File: src/rtl/nx_node_control_mapped_pkg.sv
// Shared geometry, mesh command encodings and map/message layouts for the node controller.
// Pure declarations: no timing, no flow control.
package nx_node_control_mapped_pkg;

  localparam int TARGET_W  = 8;
  localparam int CMD_W     = 8;
  localparam int PAYLOAD_W = 24;
  localparam int VALID_W   = PAYLOAD_W / CMD_W;
  localparam int OP_W      = 4;
  localparam int REG_W     = 16;
  localparam int IO_W      = 4;
  localparam int SLOTS     = 32;
  localparam int INST_W    = OP_W + 3 * $clog2(REG_W) + 1 + $clog2(IO_W);
  localparam int FANOUT    = 2;
  localparam int TXQ_DEPTH = 8;

  localparam int IDX_W     = $clog2(IO_W);
  localparam int SLOT_W    = $clog2(SLOTS);
  // A single-entry map still needs one bit to carry the entry field.
  localparam int ENT_W     = (FANOUT > 1) ? $clog2(FANOUT) : 1;
  localparam int CMD_IDX_W = CMD_W - 3;
  localparam int MSG_W     = TARGET_W + CMD_W + PAYLOAD_W;

  typedef enum logic [2:0] {
    CMD_LOAD_INSTR = 3'd0,
    CMD_LAST_INSTR = 3'd1,
    CMD_BIT_VALUE  = 3'd2,
    CMD_OUT_MAP    = 3'd3
  } nx_command_t;

  // OUT_MAP payload, target in the least significant bits.
  typedef struct packed {
    logic                en;
    logic [IDX_W-1:0]    out_idx;
    logic [ENT_W-1:0]    entry;
    logic [IDX_W-1:0]    in_idx;
    logic [TARGET_W-1:0] target;
  } nx_out_map_t;

  typedef struct packed {
    logic                en;
    logic [IDX_W-1:0]    in_idx;
    logic [TARGET_W-1:0] target;
  } map_ent_t;

  typedef struct packed {
    logic [TARGET_W-1:0]  target;
    logic [CMD_W-1:0]     command;
    logic [PAYLOAD_W-1:0] payload;
  } tx_msg_t;

  typedef enum logic {
    ST_IDLE = 1'b0,
    ST_SCAN = 1'b1
  } scan_state_t;

  function automatic logic [IDX_W-1:0] lowest_set(input logic [IO_W-1:0] mask);
    logic [IDX_W-1:0] r;
    r = '0;
    for (int i = IO_W - 1; i >= 0; i--) begin
      if (mask[i]) r = IDX_W'(i);
    end
    return r;
  endfunction

endpackage

File: src/rtl/nx_node_control_mapped_if.sv
// Mesh rx/tx, core load and core output signals of the node controller; slave is the controller side.
// Handshakes: rx_complete/rx_ready, tx_valid/tx_ready; core loads are unqualified pulses.
interface nx_node_control_mapped_if;
  import nx_node_control_mapped_pkg::*;

  logic                  stall;
  logic [CMD_W-1:0]      rx_command;
  logic [PAYLOAD_W-1:0]  rx_payload;
  logic [VALID_W-1:0]    rx_valid;
  logic                  rx_complete;
  logic                  rx_ready;
  logic [INST_W-1:0]     load_instr;
  logic [SLOT_W-1:0]     load_slot;
  logic                  load_last;
  logic                  load_valid;
  logic                  in_value;
  logic [IDX_W-1:0]      in_index;
  logic                  in_valid;
  logic [IO_W-1:0]       out_values;
  logic [IO_W-1:0]       out_valids;
  logic [TARGET_W-1:0]   tx_target;
  logic [CMD_W-1:0]      tx_command;
  logic [PAYLOAD_W-1:0]  tx_payload;
  logic [VALID_W-1:0]    tx_valid;
  logic                  tx_ready;

  modport master (
    input  stall, rx_ready, load_instr, load_slot, load_last, load_valid,
           in_value, in_index, in_valid, tx_target, tx_command, tx_payload, tx_valid,
    output rx_command, rx_payload, rx_valid, rx_complete, out_values, out_valids, tx_ready
  );

  modport slave (
    output stall, rx_ready, load_instr, load_slot, load_last, load_valid,
           in_value, in_index, in_valid, tx_target, tx_command, tx_payload, tx_valid,
    input  rx_command, rx_payload, rx_valid, rx_complete, out_values, out_valids, tx_ready
  );

endinterface

File: src/rtl/nx_node_control_mapped_fifo.sv
// Synchronous FIFO with full/empty/level; data visible at head the cycle after the push.
// Push is refused when full unless a pop happens in the same cycle; pop on empty is ignored.
module nx_fifo #(
  parameter int WIDTH = 8,
  parameter int DEPTH = 8
) (
  input  logic                   clk,
  input  logic                   rst,
  input  logic                   push_i,
  input  logic [WIDTH-1:0]       push_dat_i,
  input  logic                   pop_i,
  output logic [WIDTH-1:0]       pop_dat_o,
  output logic                   full_o,
  output logic                   empty_o,
  output logic [$clog2(DEPTH):0] level_o
);
  localparam int AW = $clog2(DEPTH);

  logic [WIDTH-1:0] mem_q [DEPTH];
  logic [AW:0]      wr_ptr_q, rd_ptr_q;
  logic             do_push, do_pop;

  assign level_o   = wr_ptr_q - rd_ptr_q;
  assign empty_o   = (level_o == '0);
  assign full_o    = (level_o == (AW + 1)'(DEPTH));
  assign do_pop    = pop_i & ~empty_o;
  assign do_push   = push_i & (~full_o | do_pop);
  assign pop_dat_o = mem_q[rd_ptr_q[AW-1:0]];

  always_ff @(posedge clk) begin
    if (do_push) mem_q[wr_ptr_q[AW-1:0]] <= push_dat_i;
  end

  always_ff @(posedge clk) begin
    if (rst) begin
      wr_ptr_q <= '0;
      rd_ptr_q <= '0;
    end else begin
      if (do_push) wr_ptr_q <= wr_ptr_q + 1'b1;
      if (do_pop)  rd_ptr_q <= rd_ptr_q + 1'b1;
    end
  end

endmodule

File: src/rtl/nx_node_control_mapped.sv
// Decodes mesh rx commands into core loads (1 cycle) and fans core output updates out to tx (2 cycles).
// tx backpressure fills the queue, then holds the scanner; stall holds the core while work is pending.
module nx_node_control_mapped
  import nx_node_control_mapped_pkg::*;
(
  input  logic                   clk,
  input  logic                   rst,
  nx_node_control_mapped_if.slave bus
);
  localparam int MAP_N  = IO_W * FANOUT;
  localparam int MAP_AW = (MAP_N > 1) ? $clog2(MAP_N) : 1;

  if ($bits(nx_out_map_t) > PAYLOAD_W) begin : g_map_fit_chk
    $error("OUT_MAP fields do not fit in PAYLOAD_W");
  end

  function automatic logic [MAP_AW-1:0] map_addr(input logic [IDX_W-1:0] o,
                                                 input logic [ENT_W-1:0] e);
    return MAP_AW'(int'(o) * FANOUT + ((FANOUT > 1) ? int'(e) : 0));
  endfunction

  logic                 rx_ready_q;
  logic [INST_W-1:0]    load_instr_q;
  logic [SLOT_W-1:0]    load_slot_q;
  logic                 load_last_q, load_valid_q;
  logic                 in_value_q, in_valid_q;
  logic [IDX_W-1:0]     in_index_q;
  map_ent_t             map_q [MAP_N];
  logic [IO_W-1:0]      pending_q, pending_d, value_q, clr_mask;
  scan_state_t          state_q, state_d;
  logic [IDX_W-1:0]     out_q, out_d;
  logic [ENT_W-1:0]     ent_q, ent_d;

  logic [2:0]           rx_cmd;
  logic [CMD_IDX_W-1:0] rx_idx;
  logic                 rx_fire;
  nx_out_map_t          map_wr;
  map_ent_t             cur_ent;
  logic                 last_ent, scan_adv, push, tx_pop;
  logic                 txq_full, txq_empty;
  logic [$clog2(TXQ_DEPTH):0] txq_level;
  tx_msg_t              push_msg, txq_head, tx_head;
  logic                 unused_ok;

  assign rx_cmd  = bus.rx_command[CMD_W-1 -: 3];
  assign rx_idx  = bus.rx_command[CMD_IDX_W-1:0];
  assign rx_fire = bus.rx_complete & rx_ready_q;
  assign map_wr  = bus.rx_payload[$bits(nx_out_map_t)-1:0];

  always_ff @(posedge clk) begin
    if (rst) begin
      rx_ready_q   <= 1'b0;
      load_instr_q <= '0;
      load_slot_q  <= '0;
      load_last_q  <= 1'b0;
      load_valid_q <= 1'b0;
      in_value_q   <= 1'b0;
      in_index_q   <= '0;
      in_valid_q   <= 1'b0;
      pending_q    <= '0;
      value_q      <= '0;
      for (int i = 0; i < MAP_N; i++) map_q[i] <= '0;
    end else begin
      rx_ready_q   <= 1'b1;
      load_valid_q <= 1'b0;
      in_valid_q   <= 1'b0;
      if (rx_fire) begin
        case (rx_cmd)
          CMD_LOAD_INSTR, CMD_LAST_INSTR: begin
            load_instr_q <= bus.rx_payload[INST_W-1:0];
            load_slot_q  <= SLOT_W'(rx_idx);
            load_last_q  <= (rx_cmd == CMD_LAST_INSTR);
            load_valid_q <= 1'b1;
          end
          CMD_BIT_VALUE: begin
            in_value_q <= bus.rx_payload[0];
            in_index_q <= rx_idx[IDX_W-1:0];
            in_valid_q <= 1'b1;
          end
          CMD_OUT_MAP:
            map_q[map_addr(map_wr.out_idx, map_wr.entry)] <=
              '{en: map_wr.en, in_idx: map_wr.in_idx, target: map_wr.target};
          default: ;
        endcase
      end
      pending_q <= pending_d;
      for (int i = 0; i < IO_W; i++) begin
        if (bus.out_valids[i]) value_q[i] <= bus.out_values[i];
      end
    end
  end

  // Scanner: one map entry per cycle; a fresh strobe beats the clear of its own bit.
  assign cur_ent   = map_q[map_addr(out_q, ent_q)];
  assign last_ent  = (ent_q == ENT_W'(FANOUT - 1));
  assign tx_pop    = ~txq_empty & bus.tx_ready;
  assign scan_adv  = (state_q == ST_SCAN) && (!cur_ent.en || !txq_full || tx_pop);
  assign push      = scan_adv & cur_ent.en;
  assign clr_mask  = (scan_adv && last_ent) ? (IO_W'(1) << out_q) : '0;
  assign pending_d = (pending_q & ~clr_mask) | bus.out_valids;

  always_ff @(posedge clk) begin
    if (rst) begin
      state_q <= ST_IDLE;
      out_q   <= '0;
      ent_q   <= '0;
    end else begin
      state_q <= state_d;
      out_q   <= out_d;
      ent_q   <= ent_d;
    end
  end

  always_comb begin
    state_d = state_q;
    out_d   = out_q;
    ent_d   = ent_q;
    case (state_q)
      ST_IDLE: begin
        if (|pending_d) begin
          state_d = ST_SCAN;
          out_d   = lowest_set(pending_d);
          ent_d   = '0;
        end
      end
      ST_SCAN: begin
        if (scan_adv) begin
          if (!last_ent) begin
            ent_d = ent_q + 1'b1;
          end else if (|pending_d) begin
            out_d = lowest_set(pending_d);
            ent_d = '0;
          end else begin
            state_d = ST_IDLE;
          end
        end
      end
      default: state_d = ST_IDLE;
    endcase
  end

  assign push_msg = '{target:  cur_ent.target,
                      command: {CMD_BIT_VALUE, CMD_IDX_W'(cur_ent.in_idx)},
                      payload: PAYLOAD_W'(value_q[out_q])};

  nx_fifo #(.WIDTH(MSG_W), .DEPTH(TXQ_DEPTH)) u_txq (
    .clk        (clk),
    .rst        (rst),
    .push_i     (push),
    .push_dat_i (push_msg),
    .pop_i      (tx_pop),
    .pop_dat_o  (txq_head),
    .full_o     (txq_full),
    .empty_o    (txq_empty),
    .level_o    (txq_level)
  );

  // Head storage is not reset, so mask it while the queue is empty.
  assign tx_head        = txq_empty ? '0 : txq_head;
  assign bus.tx_target  = tx_head.target;
  assign bus.tx_command = tx_head.command;
  assign bus.tx_payload = tx_head.payload;
  assign bus.tx_valid   = txq_empty ? '0 : VALID_W'(1);

  assign bus.stall      = (|pending_q) | (state_q == ST_SCAN) | txq_full;
  assign bus.rx_ready   = rx_ready_q;
  assign bus.load_instr = load_instr_q;
  assign bus.load_slot  = load_slot_q;
  assign bus.load_last  = load_last_q;
  assign bus.load_valid = load_valid_q;
  assign bus.in_value   = in_value_q;
  assign bus.in_index   = in_index_q;
  assign bus.in_valid   = in_valid_q;

  assign unused_ok = ^{bus.rx_valid, bus.rx_payload, txq_level};

endmodule
File: src/flat_wrapper.sv
// flat-port wrapper written by rule: the top's interface ports become plain ports
module nx_node_control_mapped_flat import nx_node_control_mapped_pkg::*;
  (clk, rst, bus_stall, bus_rx_ready, bus_load_instr, bus_load_slot, bus_load_last, bus_load_valid, bus_in_value, bus_in_index, bus_in_valid, bus_tx_target, bus_tx_command, bus_tx_payload, bus_tx_valid, bus_rx_command, bus_rx_payload, bus_rx_valid, bus_rx_complete, bus_out_values, bus_out_valids, bus_tx_ready);
  nx_node_control_mapped_if bus_i ();
  input  logic clk;
  input  logic rst;
  output wire logic [$bits(bus_i.stall)-1:0] bus_stall;
  output wire logic [$bits(bus_i.rx_ready)-1:0] bus_rx_ready;
  output wire logic [$bits(bus_i.load_instr)-1:0] bus_load_instr;
  output wire logic [$bits(bus_i.load_slot)-1:0] bus_load_slot;
  output wire logic [$bits(bus_i.load_last)-1:0] bus_load_last;
  output wire logic [$bits(bus_i.load_valid)-1:0] bus_load_valid;
  output wire logic [$bits(bus_i.in_value)-1:0] bus_in_value;
  output wire logic [$bits(bus_i.in_index)-1:0] bus_in_index;
  output wire logic [$bits(bus_i.in_valid)-1:0] bus_in_valid;
  output wire logic [$bits(bus_i.tx_target)-1:0] bus_tx_target;
  output wire logic [$bits(bus_i.tx_command)-1:0] bus_tx_command;
  output wire logic [$bits(bus_i.tx_payload)-1:0] bus_tx_payload;
  output wire logic [$bits(bus_i.tx_valid)-1:0] bus_tx_valid;
  input wire logic [$bits(bus_i.rx_command)-1:0] bus_rx_command;
  input wire logic [$bits(bus_i.rx_payload)-1:0] bus_rx_payload;
  input wire logic [$bits(bus_i.rx_valid)-1:0] bus_rx_valid;
  input wire logic [$bits(bus_i.rx_complete)-1:0] bus_rx_complete;
  input wire logic [$bits(bus_i.out_values)-1:0] bus_out_values;
  input wire logic [$bits(bus_i.out_valids)-1:0] bus_out_valids;
  input wire logic [$bits(bus_i.tx_ready)-1:0] bus_tx_ready;
  assign bus_stall = bus_i.stall;
  assign bus_rx_ready = bus_i.rx_ready;
  assign bus_load_instr = bus_i.load_instr;
  assign bus_load_slot = bus_i.load_slot;
  assign bus_load_last = bus_i.load_last;
  assign bus_load_valid = bus_i.load_valid;
  assign bus_in_value = bus_i.in_value;
  assign bus_in_index = bus_i.in_index;
  assign bus_in_valid = bus_i.in_valid;
  assign bus_tx_target = bus_i.tx_target;
  assign bus_tx_command = bus_i.tx_command;
  assign bus_tx_payload = bus_i.tx_payload;
  assign bus_tx_valid = bus_i.tx_valid;
  assign bus_i.rx_command = bus_rx_command;
  assign bus_i.rx_payload = bus_rx_payload;
  assign bus_i.rx_valid = bus_rx_valid;
  assign bus_i.rx_complete = bus_rx_complete;
  assign bus_i.out_values = bus_out_values;
  assign bus_i.out_valids = bus_out_valids;
  assign bus_i.tx_ready = bus_tx_ready;
  nx_node_control_mapped u_core (.clk(clk), .rst(rst), .bus(bus_i));
endmodule
File: config.mk
export PLATFORM = sky130hd
export DESIGN_NAME = nx_node_control_mapped_flat
export DESIGN_NICKNAME = d
export VERILOG_FILES = /design/src/rtl/nx_node_control_mapped_pkg.sv /design/src/rtl/nx_node_control_mapped_if.sv /design/src/rtl/nx_node_control_mapped_fifo.sv /design/src/rtl/nx_node_control_mapped.sv /design/src/flat_wrapper.sv
export SDC_FILE = /design/constraint.sdc
export NUM_CORES = 1
export LEC_CHECK = 0
export BUFFER_PORTS_ARGS = -buffer_cell sky130_fd_sc_hd__buf_4
export CORE_MARGIN = 5
export CORE_UTILIZATION = 40
export CTS_BUF_LIST = sky130_fd_sc_hd__clkbuf_8
export CTS_CLUSTER_DIAMETER = 60
export DETAILED_ROUTE_END_ITERATION = 12
export GPL_TIMING_DRIVEN = 0
export HOLD_SLACK_MARGIN = 0.12
export PLACE_DENSITY_LB_ADDON = 0.1
export SLEW_MARGIN = 25
export SYNTH_ARGS = -nofsm -noshare
export SYNTH_HDL_FRONTEND = slang
export SYNTH_HIERARCHICAL = 1
export SYNTH_SLANG_ARGS = --single-unit
File: constraint.sdc
create_clock -name clk -period 7.6 [get_ports clk]
set_input_delay 0.76 -clock clk [delete_from_list [all_inputs] [get_ports clk]]
set_output_delay 0.76 -clock clk [all_outputs]
set_load 0.02 [all_outputs]
**Word level (Yosys, flattened, before mapping)**

Memory sizes are Yosys's and may differ from the RTL's. A register that Yosys moved wholly into a read port is not among the register bits.
Cells that the tools add are included.

- Register bits: 51
- Latch bits: 0
- Output and inout bits: 75
- Memories kept: 2
- Memory bits (writable): 176
- Bits in read-only memories: 0
- Logic and storage cells: 105

- $add $sub $neg: 6
- Bitwise gates (word level): 15
- Shift-type cells: 1
- Equality and inequality tests: 7
- Divide/modulo/power cells: 0
- Reduce and logical (&&, ||, !) cells: 17
- Magnitude comparators: 1
- Multiply operators: 0
- Multiplexer cells: 38

Memories:

| name | depth | width | read ports | clocked after memory_dff | wr ports | line | RTL |
|---|---|---|---|---|---|---|---|
| u_core.map_q | 8 | 11 | 1 | 0 | 8 | nx_node_control_mapped.sv:28 | `map_ent_t map_q [MAP_N];` |
| u_core.u_txq.mem_q | 8 | 11 | 1 | 1 | 1 | nx_node_control_mapped_fifo.sv:19 | `logic [WIDTH-1:0] mem_q [DEPTH];` |

Operators with widths:

| kind | count |
|---|---|
| 40-bit 2-to-1 mux | 1 |
| 1-bit 2-to-1 mux | 21 |
| 2-bit 2-to-1 mux | 7 |
| 11-bit 2-to-1 mux | 1 |
| 11-bit OR reduction | 1 |
| 3-bit 2-to-1 mux | 3 |
| 4-bit by 1-bit adder with 4-bit output, second input constant | 2 |
| 2-bit AND reduction | 4 |
| 4-bit OR reduction | 2 |
| 3-bit by 1-bit adder with 3-bit output | 2 |
| 3-bit by 2-bit == test with 1-bit output, second input constant | 2 |
| 1-bit bitwise AND | 5 |
| 4-bit bitwise AND | 1 |
| 4-bit == test, second input constant | 1 |
| 4-bit zero test | 1 |
| 4-bit 2-to-1 mux | 1 |
| 2-bit != test, second input constant | 2 |
| 1-bit inverter | 4 |
| 4-bit inverter | 1 |
| 4-bit OR | 1 |
| 1-bit case mux with 2 select lines | 2 |
| 2-bit case mux with 2 select lines | 1 |
| 2-bit OR reduction | 2 |
| 1-bit by 2-bit left shift with 4-bit output, first input constant | 1 |
| other kinds (11) | 16 |

**Logic depth before layout (Yosys ltp)**

Gate-level depths: netlist of the first run.

- Depth after elaboration: 19
- Depth in mapped cells: 16

**Hierarchy**

Netlist of the first run, hierarchy kept.

Modules (own cells, without submodules):

| module | cells each | area each (µm²) | times used | sequential area each (µm²) |
|---|---|---|---|---|
| nx_fifo | 541 | 12655.9 | 1 | 9829.4 |
| nx_node_control_mapped | 525 | 6010.8 | 1 | 3503.4 |

**Worst setup path after synthesis of the first run**

No wires, ideal clock.

- Kind: flip-flop to flip-flop
- From: register u_core.u_txq.wr_ptr_q[0]
- To: memory u_core/u_txq/mem_q[0][0] (netlist name), enable pin
- Path slack: 753 ps
- Library setup time: 537 ps
- Stages on the path, launching flop included: 16
- Clock period less this slack: 6847 ps
- Data arrival time: 6310 ps
- Cell sequence: dfxtp_1 -> clkbuf_1 -> inv_1 -> ha_1 -> inv_1 -> fa_1 -> xor2_1 -> or3_1 -> buf_2 -> nor2_1 -> nor2b_1 -> nand2b_1 -> nand2_1 -> nor3_1 -> o31ai_1 -> nor4_1

- Cells in the longest elaborated chain, start to end: 10

RTL lines:

| what | line | RTL |
|---|---|---|
| start, declared | nx_node_control_mapped_fifo.sv:20 | `logic [AW:0] wr_ptr_q, rd_ptr_q;` |
| start signal, assigned | nx_node_control_mapped_fifo.sv:39 | `if (do_push) wr_ptr_q <= wr_ptr_q + 1'b1;` |
| 4-bit subtractor | nx_node_control_mapped_fifo.sv:23 | `assign level_o = wr_ptr_q - rd_ptr_q;` |
| via u_core.txq_level[2] | nx_node_control_mapped.sv:41 | `logic [$clog2(TXQ_DEPTH):0] txq_level;` |
| 4-bit zero test | nx_node_control_mapped_fifo.sv:24 | `assign empty_o = (level_o == '0);` |
| via u_core.txq_empty | nx_node_control_mapped.sv:40 | `logic txq_full, txq_empty;` |
| 1-bit inverter | nx_node_control_mapped.sv:96 | `assign tx_pop = ~txq_empty & bus.tx_ready;` |
| 1-bit bitwise AND | nx_node_control_mapped.sv:96 |  |
| via u_core.tx_pop | nx_node_control_mapped.sv:39 | `logic last_ent, scan_adv, push, tx_pop;` |
| 1-bit logical OR | nx_node_control_mapped.sv:97 | `assign scan_adv = (state_q == ST_SCAN) && (!cur_ent.en \|\| !txq_full \|\| tx_pop);` |
| 1-bit logical AND | nx_node_control_mapped.sv:97 |  |
| 1-bit bitwise AND | nx_node_control_mapped.sv:98 | `assign push = scan_adv & cur_ent.en;` |
| via u_core.push | nx_node_control_mapped.sv:39 |  |
| 1-bit bitwise AND | nx_node_control_mapped_fifo.sv:27 | `assign do_push = push_i & (~full_o \| do_pop);` |
| 1-bit 2-to-1 mux | nx_node_control_mapped_fifo.sv:31 | `if (do_push) mem_q[wr_ptr_q[AW-1:0]] <= push_dat_i;` |
| 1-bit 2-to-1 mux (implied by the code) | nx_node_control_mapped_fifo.sv:31 |  |
| end, declared | nx_node_control_mapped_fifo.sv:19 |  |

The timed path passes the listed nets, and every way through them passes these cells.

**Final worst setup path of the first run**

- From: register u_core.u_txq.wr_ptr_q[0]
- To: output bus_tx_command[1]

- Cells in the longest elaborated chain, start to end: 3

RTL lines:

| what | line | RTL |
|---|---|---|
| 4-bit subtractor | nx_node_control_mapped_fifo.sv:23 |  |
| via u_core.txq_level[1] | nx_node_control_mapped.sv:41 |  |
| 4-bit zero test | nx_node_control_mapped_fifo.sv:24 |  |
| via u_core.txq_empty | nx_node_control_mapped.sv:40 |  |
| 40-bit 2-to-1 mux | nx_node_control_mapped.sv:159 | `assign tx_head = txq_empty ? '0 : txq_head;` |
| end, declared | flat_wrapper.sv:17 | `output wire logic [$bits(bus_i.tx_command)-1:0] bus_tx_command;` |

The timed path passes the listed nets, and every way through them passes these cells.

==> results of run 1 <==
-- cell usage in the layout (no fill, tap or decap), types with 9 or more instances in the layout --
cell / count
buf_6: 11
mux2i_1: 9
mux2_2: 42
nor2_1: 29
inv_1: 45
dfxtp_1: 54
a21oi_1: 37
clkbuf_8: 89
clkinv_1: 10
nand2_1: 93
buf_2: 28
conb_1: 234
edfxtp_1: 408
nor3_1: 10
buf_4: 138
nor2b_1: 44
clkbuf_1: 38
mux4_2: 101
and2_1: 89
-- sequential cells by signal (all words and copies together), names as in the netlist, named ones only --
register               count
u_core/bus.in_valid        1
u_core/value_q             4
u_core/u_txq/rd_ptr_q      4
u_core/bus.in_index        2
u_core/u_txq/wr_ptr_q      4
u_core/bus.load_last       1
u_core/out_q               2
u_core/bus.load_instr     19
u_core/pending_q           4
u_core/u_txq/mem_q       320
u_core/ent_q               1
u_core/map_q              88
u_core/state_q             1
u_core/bus.load_slot       5
u_core/bus.load_valid      1
u_core/bus.rx_ready        1
u_core/bus.in_value        1
-- area by class of cell --
cell class                 instances  area (um^2)  share of cell area [%]
tap                              607        759.5                   3.295
clock inverter                    53        242.7                   1.053
timing repair buffer             160         1231                   5.341
multi-input combinational        765         5954                   25.83
clock buffer                      89         1225                   5.314
inverter                          11        43.79                  0.1900
buffer                            60        262.8                   1.140
sequential                       462        13330                   57.84
-- metrics by stage --
stage	util [%]	hold WS, ns
after floorplan	-	0.4546
after global placement	45.56	0.4419
after detailed placement	46.56	0.4503
after CTS	49.73	0.3207
after global routing	49.73	0.3399
final	49.73	0.3781
-- routing by layer --
metal / part of all wire [%] / vias to the layer above / track usage, %
li1: - / 4836 / -
met1: 42 / 5035 / 20.35
met2: 51 / 237 / 28.07
met3: 5.1 / 76 / 3.822
met4: 2.3 / 0 / 4.987
met5: 0 / - / 0
-- critical path, cell delays in order, from the launching register on --
cell and delay, ns:
dfxtp_1 0.33, clkbuf_1 0.37, inv_1 0.22, ha_1 0.28, inv_1 0.07, fa_1 0.40, or3_1 0.35, buf_2 0.17
nor2_1 0.68, clkbuf_1 0.59, nor2b_1 0.18, buf_4 0.20
-- final timing paths --
check,depth (start not counted),endpoint,start
setup / recovery,11,bus_tx_command[1],u_core/u_txq/wr_ptr_q[0]
hold / removal,2,u_core/bus.in_valid,bus_rx_command[5]
setup reg to reg,16,u_core/u_txq/mem_q[6][26],u_core/u_txq/wr_ptr_q[0]
hold reg to reg,2,u_core/bus.load_slot[2],u_core/bus.load_slot[2]
-- power by group --
part           switching [mW]  internal, mW
sequential             0.0256          2.87
combinational            1.14         0.827
clock                   0.967          1.10
total                    2.13          4.80
-- cell families after synthesis --
logic type / count (synthesis) / share of synthesized area, %
and+or+nand+nor: 297 / 8.432
xor gates and xnor gates: 6 / 0.2816
other: 2 / 0.04023
AOI/OAI and AO/OA: 68 / 2.386
adders and majority gates: 6 / 0.4424
DFF: 462 / 71.43
buffers and inverters: 71 / 1.629
muxes: 154 / 15.36
==> reports/metrics.cfg, run 1 <==
[placed_design]
gp_congestion = 0.7512
portBuffers = 110
dp.cells = 2065
dpl_cell_area_um2 = 21580
pre_cts_slack_ns = 2.635
dp_hpwl_um = 27600

[route]
route.detailed.drc = 0
drtPass1Iterations = 5
wl_um = 40180
vias = 10180
via_per_inst = 4.614
drt-initial-drc-count = 543
postRouteAntennaNets = 0
detail_route.wl_per_cell_um = 18.21

[synth]
synth_edf_count = 408
yosys.area.top_type = edfxtp_1
yosys-top-cells-count = 408 x edfxtp_1, 101 x mux4_2, 93 x nand2_1
ys.flop_type = edfxtp_1
syn_area_um2 = 18670
ys_seq_area_share_pct = 71.43
synth_most_common_cell = edfxtp_1
ys_ff_latch = 462
synth_cells = 1066
synth_top_area_share_pct = 65.63
yosysWarnings = 6
synth.area.top_cells = edfxtp_1 66%, mux4_2 12%, dfxtp_1 5.8%
ys_async_sr_fraction_pct = 0
yosys.cell_types.count = 51
synth.avg_cell_area_um2 = 17.51

[timing]
relSlewSlack_pct = 38.56
fin_crit_ns = 5.246
drv_slew = 0
setup_slack_ns = 2.354
hold_viol_final = 0
fmax_mhz = 190.6
setup_viol = 0
grt_setup_unrepaired = no
worstMarginPinSlew_ns = 0.9146
min_period_over_period_pct = 69.02
fin_skew_ns = 0.02123
fin_setup_tns_ns = 0

[setup_path]
cp.arrival_ns = 4.49
critPathKind = flip-flop to output port
required_ns = 6.84
crit_path_max_fanout = 10
reg2reg_setup_slack_ns = 2.60
startpoint_type = flip-flop
end_kind = output port

[power_and_ir_drop]
power_leakage_nw = 8.505
ir_worst_vdd_uv = 204.9
cellPowerDensity_nw_per_um2 = 300.7
power_mw = 6.932

[floorplanning]
rows = 79
die_area_um2 = 51090
die_y_um = 226.0
initial_core_util_pct = 40.27
fp.dieW_um = 226.0
core_area_um2 = 46360
io_pins = 122

[clock_network]
clkLatencyLatePin_ns = 0.62
cts_inserted_buffers = 81
post_cts_resize_count = 0
root_buffer = clkbuf_8
cts.path.max_buffers = 3
h-tree-depth = 3
cts-hold-fix-buffers = 0
post_cts_buffers = 0
cts_tree = built
cts_sinks = 462
path_clk_slew_ns = 0.06

[global_route]
grt_pass1_wl_um = 62940
grt_pass1_vias = 10890
grt.overflow.total = 0
grt_max_degree = 31
grt_util_all_layers_pct = 16.20
grt_antenna_before_repair = 0

[cells_and_area]
finalInstanceArea_um2 = 23050
n_fill_cell = 4049
antennaDiodeCount = 0
area_growth_pct = 23.49
stdcell_count = 2207
num-nets-final = 1594
drive_above_1_share_pct = 27.88

[hold_path]
hp-class = input pin to flip-flop

[run_status]
status = complete, no violations

[run]
cap_violations = 0

No activity file was read; power rests on OpenSTA's default activity.
==> inputs of run 2 (changes only) <==
ABC_AREA = 1   (was default)
clock period = 4.4 ns   (was 7.6 ns; I/O delays follow)
==> reports/metrics.cfg, run 2 <==
[run_status]
status = complete, no violations  ; unchanged

[placed_design]
dpl_cell_area_um2 = 21730  ; was 21580 um^2
portBuffers = 111  ; was 110
dp_hpwl_um = 30290  ; was 27600 um
gp_congestion = 0.7750  ; was 0.7512
pre_cts_slack_ns = -0.6437  ; was 2.635 ns

[route]
wl_um = 46860  ; was 40180 um
drtPass1Iterations = 5  ; unchanged
postRouteAntennaNets = 0  ; unchanged
route.detailed.drc = 0  ; unchanged
drt-initial-drc-count = 793  ; was 543
vias = 13120  ; was 10180
via_per_inst = 4.650  ; was 4.614
detail_route.wl_per_cell_um = 16.61  ; was 18.21 um

[timing]
relSlewSlack_pct = 41.74  ; was 38.56%
fin_skew_ns = 0.01974  ; was 0.02123 ns
setup_viol = 0  ; unchanged
fin_crit_ns = 3.977
fin_setup_tns_ns = 0  ; unchanged
min_period_over_period_pct = 90.38
worstMarginPinSlew_ns = 0.8730  ; was 0.9146 ns
fmax_mhz = 251.5
grt_setup_unrepaired = no  ; unchanged
setup_slack_ns = 0.4233  ; was 2.354 ns
hold_viol_final = 0  ; unchanged
drv_slew = 0  ; unchanged

[setup_path]
startpoint_type = flip-flop  ; unchanged
end_kind = flip-flop  ; was output port
required_ns = 4.65  ; was 6.84 ns
r2r-end = u_core/u_txq/mem_q[2][9]  ; was u_core/u_txq/mem_q[6][26]
max_stage_delay_ns = 0.66  ; was 0.68 ns
critPathKind = flip-flop to flip-flop  ; was flip-flop to output port
worst_path_max_delay_cell = nor2_2  ; was nor2_1
ff2ff_path_depth = 18  ; was 16
cpMostUsedCell = inv_1
cp.arrival_ns = 4.23  ; was 4.49 ns
crit_path_max_fanout = 10  ; unchanged
crit_chain = inv_1 > ha_1 > inv_1 > fa_1 > xnor2_1 > inv_1 > nor2_1 > nand2_1 > clkinvlp_4 > nor2_2 > nor2_1 > o21ai_4 > nand2_1 > nor2_2 > nand2_2 > inv_1 > nand2_2 > nor2_2  ; was clkbuf_1 > inv_1 > ha_1 > inv_1 > fa_1 > or3_1 > buf_2 > nor2_1 > clkbuf_1 > nor2b_1 > buf_4
reg2reg_setup_slack_ns = 0.42  ; was 2.60 ns
cp-startpoint = u_core/u_txq/wr_ptr_q[0]  ; unchanged
endpoint = u_core/u_txq/mem_q[2][9]  ; was bus_tx_command[1]
r2r_start = u_core/u_txq/wr_ptr_q[0]  ; unchanged

[clock_network]
clkLatencyLatePin_ns = 0.63  ; was 0.62 ns
cts_sinks = 462  ; unchanged
cts_inserted_buffers = 81  ; unchanged
cts_tree = built  ; unchanged
path_clk_slew_ns = 0.06  ; about the same
root_buffer = clkbuf_8  ; unchanged
h-tree-depth = 3  ; unchanged
cts.path.max_buffers = 3  ; unchanged

[synth]
synth.avg_cell_area_um2 = 11.22  ; was 17.51 um^2
syn_area_um2 = 18860  ; was 18670 um^2
synth_cells = 1681  ; was 1066
yosysWarnings = 6  ; unchanged

[global_route]
grt_pass1_vias = 13540  ; was 10890
grt.overflow.total = 0  ; unchanged
grt_antenna_before_repair = 0  ; unchanged
grt_util_all_layers_pct = 18.43  ; was 16.20%
grt_pass1_wl_um = 73440  ; was 62940 um
grt_max_degree = 22  ; was 31

[floorplanning]
die_y_um = 227.1  ; was 226.0 um
fp.dieW_um = 227.1  ; was 226.0 um
die_area_um2 = 51590  ; was 51090 um^2
io_pins = 122  ; unchanged
rows = 79  ; unchanged
core_area_um2 = 46560  ; was 46360 um^2
initial_core_util_pct = 40.51  ; was 40.27%

[power_and_ir_drop]
ir_worst_vdd_uv = 422.5  ; was 204.9 uV
power_leakage_nw = 9.389  ; was 8.505 nW
cellPowerDensity_nw_per_um2 = 509.1  ; was 300.7 nW/um^2

[cells_and_area]
layout_commonest_cell = nor2_1  ; was edfxtp_1
area_growth_pct = 24.82  ; was 23.49%
finalInstanceArea_um2 = 23540  ; was 23050 um^2
final_cell_mix = 493 x nor2_1, 408 x edfxtp_1, 234 x conb_1, 189 x nand2_1, 149 x o21ai_0  ; was 408 x edfxtp_1, 234 x conb_1, 138 x buf_4, 101 x mux4_2, 93 x nand2_1
num-nets-final = 2208  ; was 1594
ff_latch_area_um2 = 13330  ; unchanged
n_fill_cell = 4243  ; was 4049
drive_above_1_share_pct = 13.15  ; was 27.88%
multi_input_area_um2 = 5634  ; was 5954 um^2
largest_reg_flops = 320  ; unchanged

[run]
cap_violations = 0  ; unchanged

[hold_path]
hp-class = input pin to flip-flop  ; unchanged

==> run 2: metrics by stage <==
| stage | hold slack [ns] | util, % | power, mW | std cells |
|---|---|---|---|---|
| after global routing | 0.1486 | 50.56 | 12.67 | 2820 |
| after floorplan | 0.4462 | - | 7.133 | 1913 |
| after detailed placement | 0.4745 | 46.67 | 8.503 | 2646 |
| final | 0.1936 | 50.56 | 11.98 | 2821 |
| after CTS | 0.1214 | 50.54 | 12.18 | 2820 |
| after global placement | 0.4618 | 45.81 | 8.440 | 2631 |
==> run 2: cell type report <==
type | instances | area share, %
Buffer | 95 | 1.850
Timing Repair Buffer | 159 | 6.400
Inverter | 105 | 1.701
Antenna cell | 1 | 0.01063
Sequential cell | 462 | 56.64
Tap cell | 607 | 3.226
Clock inverter | 49 | 0.8558
Clock buffer | 92 | 5.379
Multi-Input combinational cell | 1251 | 23.94
==> run 2: repair_timing <==
| action | 4_1_cts | 5_1_grt |
|---|---|---|
| hold endpoints to repair | 31 | 0 |
| setup endpoints to repair | 274 | 89 |
| hold buffers | 32 | 0 |
| pin swaps | 1 | 0 |
| resized for setup | 2 | 2 |
| gates cloned | 1 | 0 |
| buffers inserted | 1 | 0 |
==> run 2: worst min path at each step <==
| stage | from | end | slack [ns] | cells after the start |
|---|---|---|---|---|
| floorplan | u_core/u_txq/rd_ptr_q[3] | u_core/u_txq/rd_ptr_q[3] | 0.45 | 2 |
| global route | bus_rx_command[7] | u_core/bus.in_value | 0.15 | 3 |
| detailed placement | u_core/bus.load_last | u_core/bus.load_last | 0.47 | 2 |
| finish | bus_rx_command[7] | u_core/bus.in_value | 0.19 | 3 |
| global placement | u_core/bus.load_last | u_core/bus.load_last | 0.46 | 2 |
| CTS | bus_rx_command[7] | u_core/bus.in_valid | 0.12 | 4 |
==> run 2: power by group <==
part / internal [mW] / leakage, nW / switching (mW)
logic: 1.16 / 4.26 / 2.25
registers: 4.92 / 4.28 / 0.0585
clock network: 1.89 / 0.851 / 1.69
total: 7.98 / 9.39 / 4.00
==> run 2: per-layer routing <==
metal	GRT usage, %	part of all wire [%]	vias up
li1	-	-	6546
met1	23.27	43	6175
met2	31.84	50	306
met3	3.933	4.8	91
met4	6.019	2.7	0
met5	0	0	-
==> run 2: critical path: cells and delay by family, from the launching register on <==
family,cells,cell delay (ns)
xor+xnor,1,0.15
buf+inv,5,0.49
flops,1,0.34
simple gates,9,1.98
compound gates,1,0.10
fa+ha+maj,2,0.53
